**config.mk**
```make
export PLATFORM = sky130hd
export DESIGN_NAME = pmem_arbiter_adaptor
export DESIGN_NICKNAME = d
export VERILOG_FILES = /design/src/rtl/pmem_arbiter_adaptor.sv
export SDC_FILE = /design/constraint.sdc
export NUM_CORES = 1
export LEC_CHECK = 0
export ABC_CLOCK_PERIOD_IN_PS = 3400
export CORE_AREA = 4 4 390 392
export CTS_CLUSTER_DIAMETER = 40
export CTS_CLUSTER_SIZE = 10
export DETAILED_ROUTE_END_ITERATION = 7
export DIE_AREA = 0 0 394 396
export PLACE_DENSITY_LB_ADDON = 0.25
export RECOVER_POWER = 100
export SLEW_MARGIN = 0
export SYNTH_ARGS = -nofsm -noshare
export SYNTH_HDL_FRONTEND = slang
export SYNTH_SLANG_ARGS = --single-unit
```
**constraint.sdc**
```tcl
create_clock -name clk -period 3.4 [get_ports clk]
set_clock_uncertainty 0.2 [all_clocks]
set_input_delay 0.85 -clock clk [delete_from_list [all_inputs] [get_ports clk]]
set_output_delay 0.85 -clock clk [all_outputs]
set_load 0.05 [all_outputs]
```
**src/rtl/pmem_arbiter_adaptor.sv**
```systemverilog
`default_nettype none
// ============================================================================
//  Module      : pmem_arbiter_adaptor
//  Description : Round-robin arbiter and line/burst adaptor. Serialises
//                whole-line read/write requests from NUM_PORTS clients onto
//                one burst-oriented physical memory port, moving each line
//                as LINE_W/BURST_W beats.
//  Revision    : 1.0 - initial release
// ============================================================================
module pmem_arbiter_adaptor #(
    parameter int NUM_PORTS = 2,
    parameter int LINE_W    = 256,
    parameter int BURST_W   = 64,
    parameter int ADDR_W    = 32
) (
    input  logic                        clk,
    input  logic                        reset_n,
    // line clients
    input  logic [NUM_PORTS-1:0]        req_read_i,
    input  logic [NUM_PORTS-1:0]        req_write_i,
    input  logic [NUM_PORTS*ADDR_W-1:0] req_addr_i,
    input  logic [NUM_PORTS*LINE_W-1:0] req_line_i,
    output logic [LINE_W-1:0]           req_line_o,
    output logic [NUM_PORTS-1:0]        req_resp_o,
    // physical memory
    output logic [ADDR_W-1:0]           address_o,
    output logic                        read_o,
    output logic                        write_o,
    output logic [BURST_W-1:0]          burst_o,
    input  logic [BURST_W-1:0]          burst_i,
    input  logic                        resp_i
);

    localparam int c_beats = LINE_W / BURST_W;
    localparam int c_cnt_w = (c_beats > 1) ? $clog2(c_beats) : 1;
    localparam int c_ptr_w = (NUM_PORTS > 1) ? $clog2(NUM_PORTS) : 1;

    localparam logic [c_cnt_w-1:0] c_last_beat = c_cnt_w'(c_beats - 1);
    localparam logic [c_ptr_w:0]   c_num_ports = (c_ptr_w + 1)'(NUM_PORTS);
    localparam logic [c_ptr_w-1:0] c_last_port = c_ptr_w'(NUM_PORTS - 1);
    // Clears the byte-offset-within-line bits of the request address.
    localparam logic [ADDR_W-1:0]  c_addr_mask = ~(ADDR_W'(LINE_W / 8 - 1));

    localparam logic [1:0] c_st_idle = 2'd0;
    localparam logic [1:0] c_st_rd   = 2'd1;
    localparam logic [1:0] c_st_wr   = 2'd2;
    localparam logic [1:0] c_st_done = 2'd3;

    logic [1:0]           r_state;
    logic [1:0]           w_state_nxt;
    logic [c_ptr_w-1:0]   r_rr;
    logic [c_ptr_w-1:0]   r_grant;
    logic [c_cnt_w-1:0]   r_cnt;
    logic [ADDR_W-1:0]    r_addr;
    logic [LINE_W-1:0]    r_wr_line;
    logic [LINE_W-1:0]    r_rd_line;

    logic [NUM_PORTS-1:0] w_cand;
    logic                 w_found;
    logic [c_ptr_w-1:0]   w_win;
    logic [c_ptr_w:0]     w_idx;
    logic [c_ptr_w-1:0]   w_rr_nxt;
    logic                 w_last;
    logic [ADDR_W-1:0]    w_sel_addr;
    logic [LINE_W-1:0]    w_sel_line;

    assign w_cand     = req_read_i | req_write_i;
    assign w_last     = resp_i && (r_cnt == c_last_beat);
    assign w_rr_nxt   = (w_win == c_last_port) ? '0 : w_win + 1'b1;
    assign w_sel_addr = req_addr_i[w_win*ADDR_W +: ADDR_W];
    assign w_sel_line = req_line_i[w_win*LINE_W +: LINE_W];

    // Round-robin search: first candidate at rr, rr+1, ... (mod NUM_PORTS).
    always_comb begin
        w_found = 1'b0;
        w_win   = '0;
        w_idx   = '0;
        for (int i = 0; i < NUM_PORTS; i++) begin
            w_idx = {1'b0, r_rr} + (c_ptr_w + 1)'(i);
            if (w_idx >= c_num_ports) begin
                w_idx = w_idx - c_num_ports;
            end
            if (!w_found && w_cand[w_idx[c_ptr_w-1:0]]) begin
                w_found = 1'b1;
                w_win   = w_idx[c_ptr_w-1:0];
            end
        end
    end

    // Next-state logic; a write request wins over a read on the same port.
    always_comb begin
        w_state_nxt = r_state;
        case (r_state)
            c_st_idle: begin
                if (w_found) begin
                    w_state_nxt = req_write_i[w_win] ? c_st_wr : c_st_rd;
                end
            end
            c_st_rd, c_st_wr: begin
                if (w_last) begin
                    w_state_nxt = c_st_done;
                end
            end
            c_st_done: w_state_nxt = c_st_idle;
            default:   w_state_nxt = c_st_idle;
        endcase
    end

    // State register, grant/address/line latch, beat counter and read assembly.
    always_ff @(posedge clk or negedge reset_n) begin
        if (!reset_n) begin
            r_state   <= c_st_idle;
            r_rr      <= '0;
            r_grant   <= '0;
            r_cnt     <= '0;
            r_addr    <= '0;
            r_wr_line <= '0;
            r_rd_line <= '0;
        end else begin
            r_state <= w_state_nxt;
            case (r_state)
                c_st_idle: begin
                    if (w_found) begin
                        r_grant   <= w_win;
                        r_rr      <= w_rr_nxt;
                        r_addr    <= w_sel_addr & c_addr_mask;
                        r_wr_line <= w_sel_line;
                        r_cnt     <= '0;
                    end
                end
                c_st_rd: begin
                    if (resp_i) begin
                        r_rd_line[r_cnt*BURST_W +: BURST_W] <= burst_i;
                        r_cnt <= w_last ? '0 : r_cnt + 1'b1;
                    end
                end
                c_st_wr: begin
                    if (resp_i) begin
                        r_cnt <= w_last ? '0 : r_cnt + 1'b1;
                    end
                end
                default: ;
            endcase
        end
    end

    // Outputs decode registered state only; nothing passes through from inputs.
    assign read_o     = (r_state == c_st_rd);
    assign write_o    = (r_state == c_st_wr);
    assign address_o  = r_addr;
    assign burst_o    = (r_state == c_st_wr) ? r_wr_line[r_cnt*BURST_W +: BURST_W] : '0;
    assign req_resp_o = (r_state == c_st_done) ? (NUM_PORTS'(1) << r_grant) : '0;
    assign req_line_o = r_rd_line;

endmodule
`default_nettype wire
```
-- Yosys cells after proc, flatten, opt, wreduce, memory -nomap -nowiden
Cells that the tools add are included.
Widths: inputs -> output; s select.
- register bits: 545
- input bits: 647
- output and inout port bits: 356
- logic and storage cells: 66
- add/subtract/negate cells: 6
- order comparisons: 5
- eq/ne operators: 7
- shift operators: 6
- muxes and demuxes: 24
- bitwise operators: 1
- reduce and logical (&&, ||, !) cells: 10
- operator list (cell ; count):
    $shiftx 512x10->256 ; 1
    $bwmux 256 ; 1
    $shift 64x34->256 const A ; 1
    $shiftx 256x9->64 ; 1
    $shiftx 64x34->256 ; 1
    $mux 64 ; 1
    $shiftx 64x7->32 ; 1
    $neg 8->34 ; 1
    $mux 2 ; 7
    $mux 1 ; 13
    $eq 2x2->1 const B ; 3
    $lt 1x2->1 const B ; 3
    $pmux 2 s3 ; 1
    $reduce_and 2->1 ; 3
    $ne 2x1->1 const B ; 2
    $pmux 2 s2 ; 1
    $reduce_and 3->1 ; 1
    $add 1x1->2 const B ; 1
    $add 2x1->2 const B ; 1
    $eq 2x1->1 const B ; 1
    $ge 1x2->1 const B ; 1
    $ge 2x2->1 const B ; 1
    $logic_and 1x1->1 ; 2
    $logic_not 2->1 ; 1
    8 further kinds ; 9

-- Logic depth before layout (Yosys ltp)
Gate-level depths: netlist of the first run.
- depth after elaboration: 13
- depth in mapped cells: 9
- mapped depth without buffers: 6

-- Worst setup path after synthesis of the first run
No wires, ideal clock.
- kind: register to output
- start: register r_state[0]
- end: output burst_o[10]
- arrival: 1908 ps
- required time: 2350 ps
- path slack: 442 ps
- cell stages (with the launch flop): 6
- path buffers: 2
- cells stage by stage: dfrtp_1 inv_1 ha_1 buf_1 clkbuf_1 and2_1
- word-level cells in the longest chain between the ends: 2
- RTL lines (item ; RTL line ; source):
    start: declaration ; 49 ; logic [1:0] r_state;
    start signal: assignment ; 112 ; r_state <= c_st_idle;
    start signal: assignment ; 120 ; r_state <= w_state_nxt;
    $eq 2x2->1 ; - ;
    via write_o ; 28 ; output logic write_o,
    $mux 64 ; 151 ; assign burst_o = (r_state == c_st_wr) ? r_wr_line[r_cnt*BURST_W +: BURST_W] : '0;
    end: declaration ; 29 ; output logic [BURST_W-1:0] burst_o,
The timed path passes the listed nets, and every way through them passes these cells.

-- Worst setup path after layout of the first run
- start: register r_cnt[0]
- end: output burst_o[32]
- word-level cells in the longest chain between the ends: 2
- RTL lines (item ; RTL line ; source):
    start: declaration ; 53 ; logic [c_cnt_w-1:0] r_cnt;
    start signal: assignment ; 134 ; r_cnt <= w_last ? '0 : r_cnt + 1'b1;
    start signal: assignment ; 139 ; r_cnt <= w_last ? '0 : r_cnt + 1'b1;
    $shiftx 256x9->64 ; 151 ;
    $mux 64 ; 151 ;
Every way passes these cells.

==> flow_summary_export.csv, run 1 <==
group,metric,value,unit
worst_setup_path,critPathLaunchType,"flop",
floorplan,initial_utilization,15.7,%
layout,num-fill-cells,15540,
outcome,outcome,"finished, violations left",
layout,drive_above_1_share,18.1,%
cts,cts_buffer_depth,3,
timing,tightest_slew,1.48,ns
timing,min_period,3.48,ns
routing,vias,21027,
placed_design,globalplace.congestion,0.816,
worst_setup_path,crit_path_max_incr_delay,0.47,ns
timing,slew_headroom,1.01,%
layout,syn2layout_area_growth,74.8,%
routing,detail_route.first_pass.iterations,8,
yosys,synth_cells,1730,
power,power_leakage,18.9,nW
yosys,ys_ff_latch,545,
routing,wl,130000,µm
worst_setup_path,cp_slowest_cell,"dfrtp_4",
grt,antenna_found_initial,55,
power,p_per_area,1020,mW/mm²
timing,setup_slack,-0.0793,ns
power,power_switching,16.6,mW
placed_design,dpl.hpwl,97100,µm
grt,grt_usage,16.0,%
yosys,ys_seq_area_share,58.5,%
outcome,violations,"DRC, setup timing",
timing,hold_violations,0,
floorplan,die_h,396,µm
routing,viasPerCell,4.33,
cts,insertion_delay,0.71,ns
timing,setup_viol,42,
timing,report.final.slew_viol_count,0,
placed_design,place_area,0.0357,mm²
cts,cts_max_level,4,
power,clkPwrFrac,30.6,%
cts,cts_made_buffers,130,
grt,grt_pass1_vias,22293,
cts,clk_pin_slew_worst_paths,0.03,ns
floorplan,die_area,0.156,mm²
cts,cts_tree,"built",
floorplan,boundaryPins,1003,
worst_setup_path,r2r_slack,0.06,ns
routing,ant_nets,0,
power,comb_power_share,43.2,%
timing,setup-tns-final,-1.12,ns
placed_design,numPortBuffers,987,
cts,clock_sinks,545,
run,drv_cap,0,
power,p_seq_share,26.3,%
worst_setup_path,endpoint_kind,"primary output",
power,power.internal,24.9,mW
timing,fmax,287,MHz
grt,grt_pass1_wl,179000,µm
cts,clock-root-buffer,"clkbuf_16",
power,peakVddDrop,0.513,mV
routing,drt_iter0_markers,2336,
routing,post_drt_wl_per_cell,26.7,µm
routing,drc,10,
yosys,synth_edf_count,0,
grt,overflow,0,
placed_design,dpl.cell_count,4577,
timing,holdWs,0.280,ns
worst_setup_path,crit_required,2.35,ns
worst_setup_path,path_max_fanout,8,
timing,min_period_over_period,102,%
worst_setup_path,arrival,2.43,ns
floorplan,core,0.149,mm²
timing,rsz0062_at_grt,"yes",
worst_setup_path,rr_startpoint,"r_cnt[0]$_DFFE_PN0P_",
worst_setup_path,cp-startpoint,"r_cnt[0]$_DFFE_PN0P_",
grt,grt_max_degree,65,
worst_setup_path,critical_path_class,"flop to primary output",
yosys,async_flop_share,100,%
floorplan,die_x,394,µm
hold_path,hold_path.startpoint,"req_line_o[64]$_DFFE_PN0P_",
yosys,avgSynthCellArea,13.5,µm²
yosys,netlist-cell-type-count,37,
yosys,syn-cell-area,0.0233,mm²
hold_path,hold_class,"flop to flop",
yosys,yosysWarnings,0,
layout,finalNetCount,3441,
worst_setup_path,crit_chain,"buf_12, buf_16, buf_6, mux4_2, and2_4, buf_8",
floorplan,rows,142,
yosys,synthFlopType,"dfrtp_1",
layout,stdcell_area,0.0407,mm²
layout,final_cells,4853,
power,p_sw_share,40.0,%
[repair_timing]
item	4_1_cts	5_1_grt
setup endpoints to repair	65	64
hold buffers	1	0
pin swaps	15	1
resized for setup	151	15
buffers inserted	14	0
hold endpoints to repair	36	0
cloned	4	0
[cells by family (layout without fill, tap and decap cells)]
| family | Yosys count | count (layout) | synth area share [%] |
|---|---|---|---|
| buffers and inverters | 466 | 1618 | 10.1 |
| multiplexers | 67 | 67 | 6.32 |
| other | 1 | 28 | 0.0161 |
| adder cells (fa/ha/maj) | 10 | 10 | 0.537 |
| AND/OR/NAND/NOR | 89 | 89 | 2.43 |
| flip-flops | 545 | 545 | 58.5 |
| AO/OA/AOI/OAI | 552 | 552 | 22.1 |
[layer usage]
metal | part of all wire [%] | GRT usage, %
met1 | 38 | 18.1
met2 | 49 | 26.9
met3 | 9.4 | 6.80
met4 | 3.4 | 5.99
met5 | 0.11 | 0
[flip-flops by register name, indices dropped and copies added, names as in the netlist]
register / flops
r_rr: 1
r_wr_line: 256
r_cnt: 2
req_line_o: 256
r_state: 2
r_grant: 1
address_o: 27
[placed cells by master, fill, tap and decap left out, drive strengths merged, types with 2 or more instances in the layout]
master / netlist / final
nor4: 2 / 2
nand2b: 3 / 3
mux2i: 2 / 2
o21ai: 4 / 4
a22o: 255 / 255
buf: 123 / 139
and2: 65 / 65
nand3: 6 / 6
o22ai: 2 / 2
clkbuf: 55 / 214
conb: 1 / 5
nand2: 2 / 2
dlygate4sd3: 0 / 283
ha: 10 / 10
bufinv: 0 / 9
clkinvlp: 0 / 8
diode: 0 / 23
clkdlybuf4s50: 0 / 635
inv: 288 / 294
a222oi: 283 / 283
and3: 2 / 2
a21o: 2 / 2
nor2: 3 / 3
dfrtp: 545 / 545
mux4: 64 / 64
clkinv: 0 / 35
a21oi: 4 / 4
[stage by stage]
step	setup WS (ns)	utilization, %	power, mW
after floorplan	0.442	-	21.8
after global placement	0.170	24.0	28.6
after detailed placement	0.161	24.0	28.7
after CTS	-0.190	27.5	42.6
after global routing	-0.194	27.3	43.5
final	-0.0793	27.4	41.5
[worst paths after layout]
path	endpoint	cells after the start
min	req_line_o[64]$_DFFE_PN0P_	2
max reg2reg	req_line_o[57]$_DFFE_PN0P_	8
max in group asynchronous	r_wr_line[2]$_DFFE_PN0P_	3
max	burst_o[32]	6
min reg2reg	req_line_o[64]$_DFFE_PN0P_	2
min in group asynchronous	req_line_o[30]$_DFFE_PN0P_	2
[synth_stat cells (all sizes together) (2+ instances only)]
cell type | instances | area, µm²
inv | 288 | 1080
nor4 | 2 | 27.5
o21ai | 4 | 20.0
nand3 | 6 | 35.0
buf | 123 | 1060
mux4 | 64 | 1440
a222oi | 283 | 2830
dfrtp | 545 | 13600
ha | 10 | 125
and3 | 2 | 12.5
nand2 | 2 | 7.51
mux2i | 2 | 20.0
a21oi | 4 | 20.0
a21o | 2 | 15.0
a22o | 255 | 2230
nor2 | 3 | 11.3
o22ai | 2 | 12.5
nand2b | 3 | 18.8
and2 | 65 | 407
clkbuf | 55 | 206
[cell type report]
cell class / count / area (µm²) / area share (%)
Inverter: 288 / 1080 / 2.65
Clock inverter: 58 / 816 / 2.00
Clock buffer: 176 / 3700 / 9.08
Timing Repair Buffer: 1096 / 11500 / 28.1
Multi-Input combinational cell: 723 / 7530 / 18.5
Tap cell: 1944 / 2430 / 5.97
Sequential cell: 545 / 13600 / 33.5
Antenna cell: 23 / 57.6 / 0.141
[power groups by stage]
stage / Sequential [mW] / Clock [mW] / Combinational, mW
5_1_grt: 11.2 / 13.4 / 19.0
3_5_place_dp: 11.0 / 0 / 17.7
6_report: 10.9 / 12.7 / 17.9
4_1_cts: 11.0 / 13.0 / 18.6
2_1_floorplan: 14.0 / 0 / 7.75
3_3_place_gp: 11.0 / 0 / 17.6
[critical path, delay by kind of cell (launching register included)]
family,cells,cell delay (ns)
buffers and inverters,4,0.59
flip-flops,1,0.47
multiplexers,1,0.46
AND/OR/NAND/NOR,1,0.19
Note: power is estimated with default switching activity, not from simulation.
==> run 2, diff against run 1 <==
--- a/config.mk
+++ b/config.mk
@@ -6,14 +6,15 @@
 export NUM_CORES = 1
 export LEC_CHECK = 0
 export ABC_CLOCK_PERIOD_IN_PS = 3400
-export CORE_AREA = 4 4 390 392
+export CORE_AREA = 4 4 385 387
 export CTS_CLUSTER_DIAMETER = 40
 export CTS_CLUSTER_SIZE = 10
 export DETAILED_ROUTE_END_ITERATION = 7
-export DIE_AREA = 0 0 394 396
+export DIE_AREA = 0 0 389 391
 export PLACE_DENSITY_LB_ADDON = 0.25
 export RECOVER_POWER = 100
 export SLEW_MARGIN = 0
 export SYNTH_ARGS = -nofsm -noshare
 export SYNTH_HDL_FRONTEND = slang
 export SYNTH_SLANG_ARGS = --single-unit
+export TNS_END_PERCENT = 5
==> flow_summary_export.csv, run 2 (synthesized netlist as in run 1, its figures left out) <==
group,metric,value,unit
outcome,outcome,"finished, violations left",
outcome,violations,"DRC, capacitance limit, slew limit, setup timing",
timing,setup_slack,-0.126,ns
hold_path,hold_class,"flop to flop",
floorplan,rows,140,
power,p_total,41.6,mW
worst_setup_path,r2r_slack,0.77,ns
cts,clock_sinks,545,
timing,setup_viol,63,
routing,drc,1,
floorplan,boundaryPins,1003,
layout,syn2layout_area_growth,73.3,%
layout,finalNetCount,3413,
grt,grt_pass1_wl,181000,µm
worst_setup_path,arrival,2.48,ns
timing,tightest_slew,1.57,ns
power,p_per_area,1030,mW/mm²
layout,stdcell_area,0.0404,mm²
routing,wl,132000,µm
power,peakVddDrop,0.511,mV
cts,cts_buffer_depth,3,
worst_setup_path,reg2regPathDepth,8,
grt,grt_pass1_vias,22082,
timing,min_period,3.53,ns
placed_design,numPortBuffers,987,
worst_setup_path,crit_chain,"buf_12, buf_12, buf_16, mux4_2, and2_4, buf_6",
worst_setup_path,path_max_fanout,10,
worst_setup_path,endpoint_kind,"primary output",
floorplan,initial_utilization,16.1,%
hold_path,whs_path_depth,2,
worst_setup_path,crit_required,2.35,ns
timing,hold_violations,0,
placed_design,dpl.hpwl,96800,µm
grt,grt_max_degree,92,
placed_design,place_ws,0.259,ns
layout,final_cells,4793,
timing,fmax,284,MHz
power,p_seq_share,26.4,%
cts,cts_max_level,3,
grt,antenna_found_initial,62,
placed_design,dpl.cell_count,4540,
grt,grt_usage,16.6,%
cts,clk_pin_slew_worst_paths,0.05,ns
floorplan,core,0.145,mm²
floorplan,die_x,389,µm
run,drv_cap,1,
cts,clock-root-buffer,"clkbuf_16",
routing,vias,20955,
cts,insertion_delay,0.69,ns
grt,overflow,0,
routing,detail_route.first_pass.iterations,8,
worst_setup_path,crit_path_max_incr_delay,0.51,ns
layout,final_cell_mix,"917 x clkdlybuf4s50_1, 543 x dfrtp_1, 287 x inv_1",
floorplan,die_area,0.152,mm²
timing,min_period_over_period,104,%
worst_setup_path,critPathLaunchType,"flop",
cts,cts_tree,"built",
placed_design,place_area,0.0355,mm²
power,comb_power_share,43.8,%
timing,slew_headroom,-4.97,%
timing,report.final.slew_viol_count,49,
power,power_switching,16.5,mW
routing,viasPerCell,4.37,
placed_design,globalplace.congestion,0.814,
layout,drive_above_1_share,17.1,%
worst_setup_path,crit_top_cell,"buf_12",
routing,drt_iter0_markers,2218,
routing,ant_nets,0,
worst_setup_path,cp_slowest_cell,"mux4_2",
power,clkPwrFrac,29.8,%
layout,layout_commonest_cell,"clkdlybuf4s50_1",
power,p_sw_share,39.6,%
floorplan,die_h,391,µm
timing,rsz0062_at_grt,"yes",
cts,cts_made_buffers,116,
routing,post_drt_wl_per_cell,27.5,µm
power,power.internal,25.1,mW
power,power_leakage,17.9,nW
worst_setup_path,critical_path_class,"flop to primary output",
==> run 2: cell type report <==
class | count | area, µm²
sequential | 545 | 13600
fill | 14880 | 104000
clock inverter | 74 | 1140
clock buffer | 141 | 3110
tap | 1917 | 2400
inverter | 288 | 1080
timing repair buffer | 1082 | 11400
multi-input combinational | 723 | 7550
antenna | 23 | 57.6
==> run 2: stage by stage <==
stage                     util (%)  setup TNS, ns  hold slack, ns
final                         27.9          -3.91           0.288
after global routing          27.9         -13.69           0.311
after CTS                     27.8         -11.28           0.297
after detailed placement      24.5              0           0.286
after global placement        24.5              0           0.275
after floorplan                  -              0           0.264
==> run 2: worst paths after layout <==
kind	start	end
setup / recovery	r_cnt[0]$_DFFE_PN0P_	burst_o[13]
hold / removal	req_line_o[64]$_DFFE_PN0P_	req_line_o[64]$_DFFE_PN0P_
setup reg to reg	r_cnt[0]$_DFFE_PN0P_	req_line_o[187]$_DFFE_PN0P_
hold reg to reg	req_line_o[64]$_DFFE_PN0P_	req_line_o[64]$_DFFE_PN0P_
max in group asynchronous	reset_n	r_wr_line[193]$_DFFE_PN0P_
min in group asynchronous	reset_n	req_line_o[33]$_DFFE_PN0P_
==> run 2: repair_timing <==
| item | in CTS | in global routing |
|---|---|---|
| gates cloned | 3 | 1 |
| gates resized for setup | 102 | 45 |
| hold buffers | 1 | 0 |
| endpoints found under the hold margin | 33 | 0 |
| pin swaps | 1 | 0 |
| buffers inserted | 9 | 1 |
| setup endpoints to repair | 65 | 64 |
==> run 2: metal layers <==
metal  vias up  global-route usage, %  share of wire [%]  wire (µm)
met5         -                      0              0.058         76
met4        12                   4.39                2.5       3350
met3       224                   6.72                 10      13200
met2      1136                   28.2                 49      64400
met1     10711                   19.5                 38      50600
li1       8872                      -                  -          -
==> run 2: critical path, delay by kind of cell (launching register included) <==
| kind | cells | cell delay, ns |
|---|---|---|
| flip-flops | 1 | 0.45 |
| multiplexers | 1 | 0.51 |
| buffers and inverters | 4 | 0.61 |
| AND/OR/NAND/NOR | 1 | 0.17 |
==> run 2: power by group through the flow <==
stage	Combinational, mW	Sequential (mW)	Clock [mW]
after floorplan	7.75	14.0	0
after global placement	17.5	11.0	0
after detailed placement	17.5	11.1	0
after CTS	18.3	11.0	12.7
after global routing	19.3	11.3	13.0
final	18.2	11.0	12.4
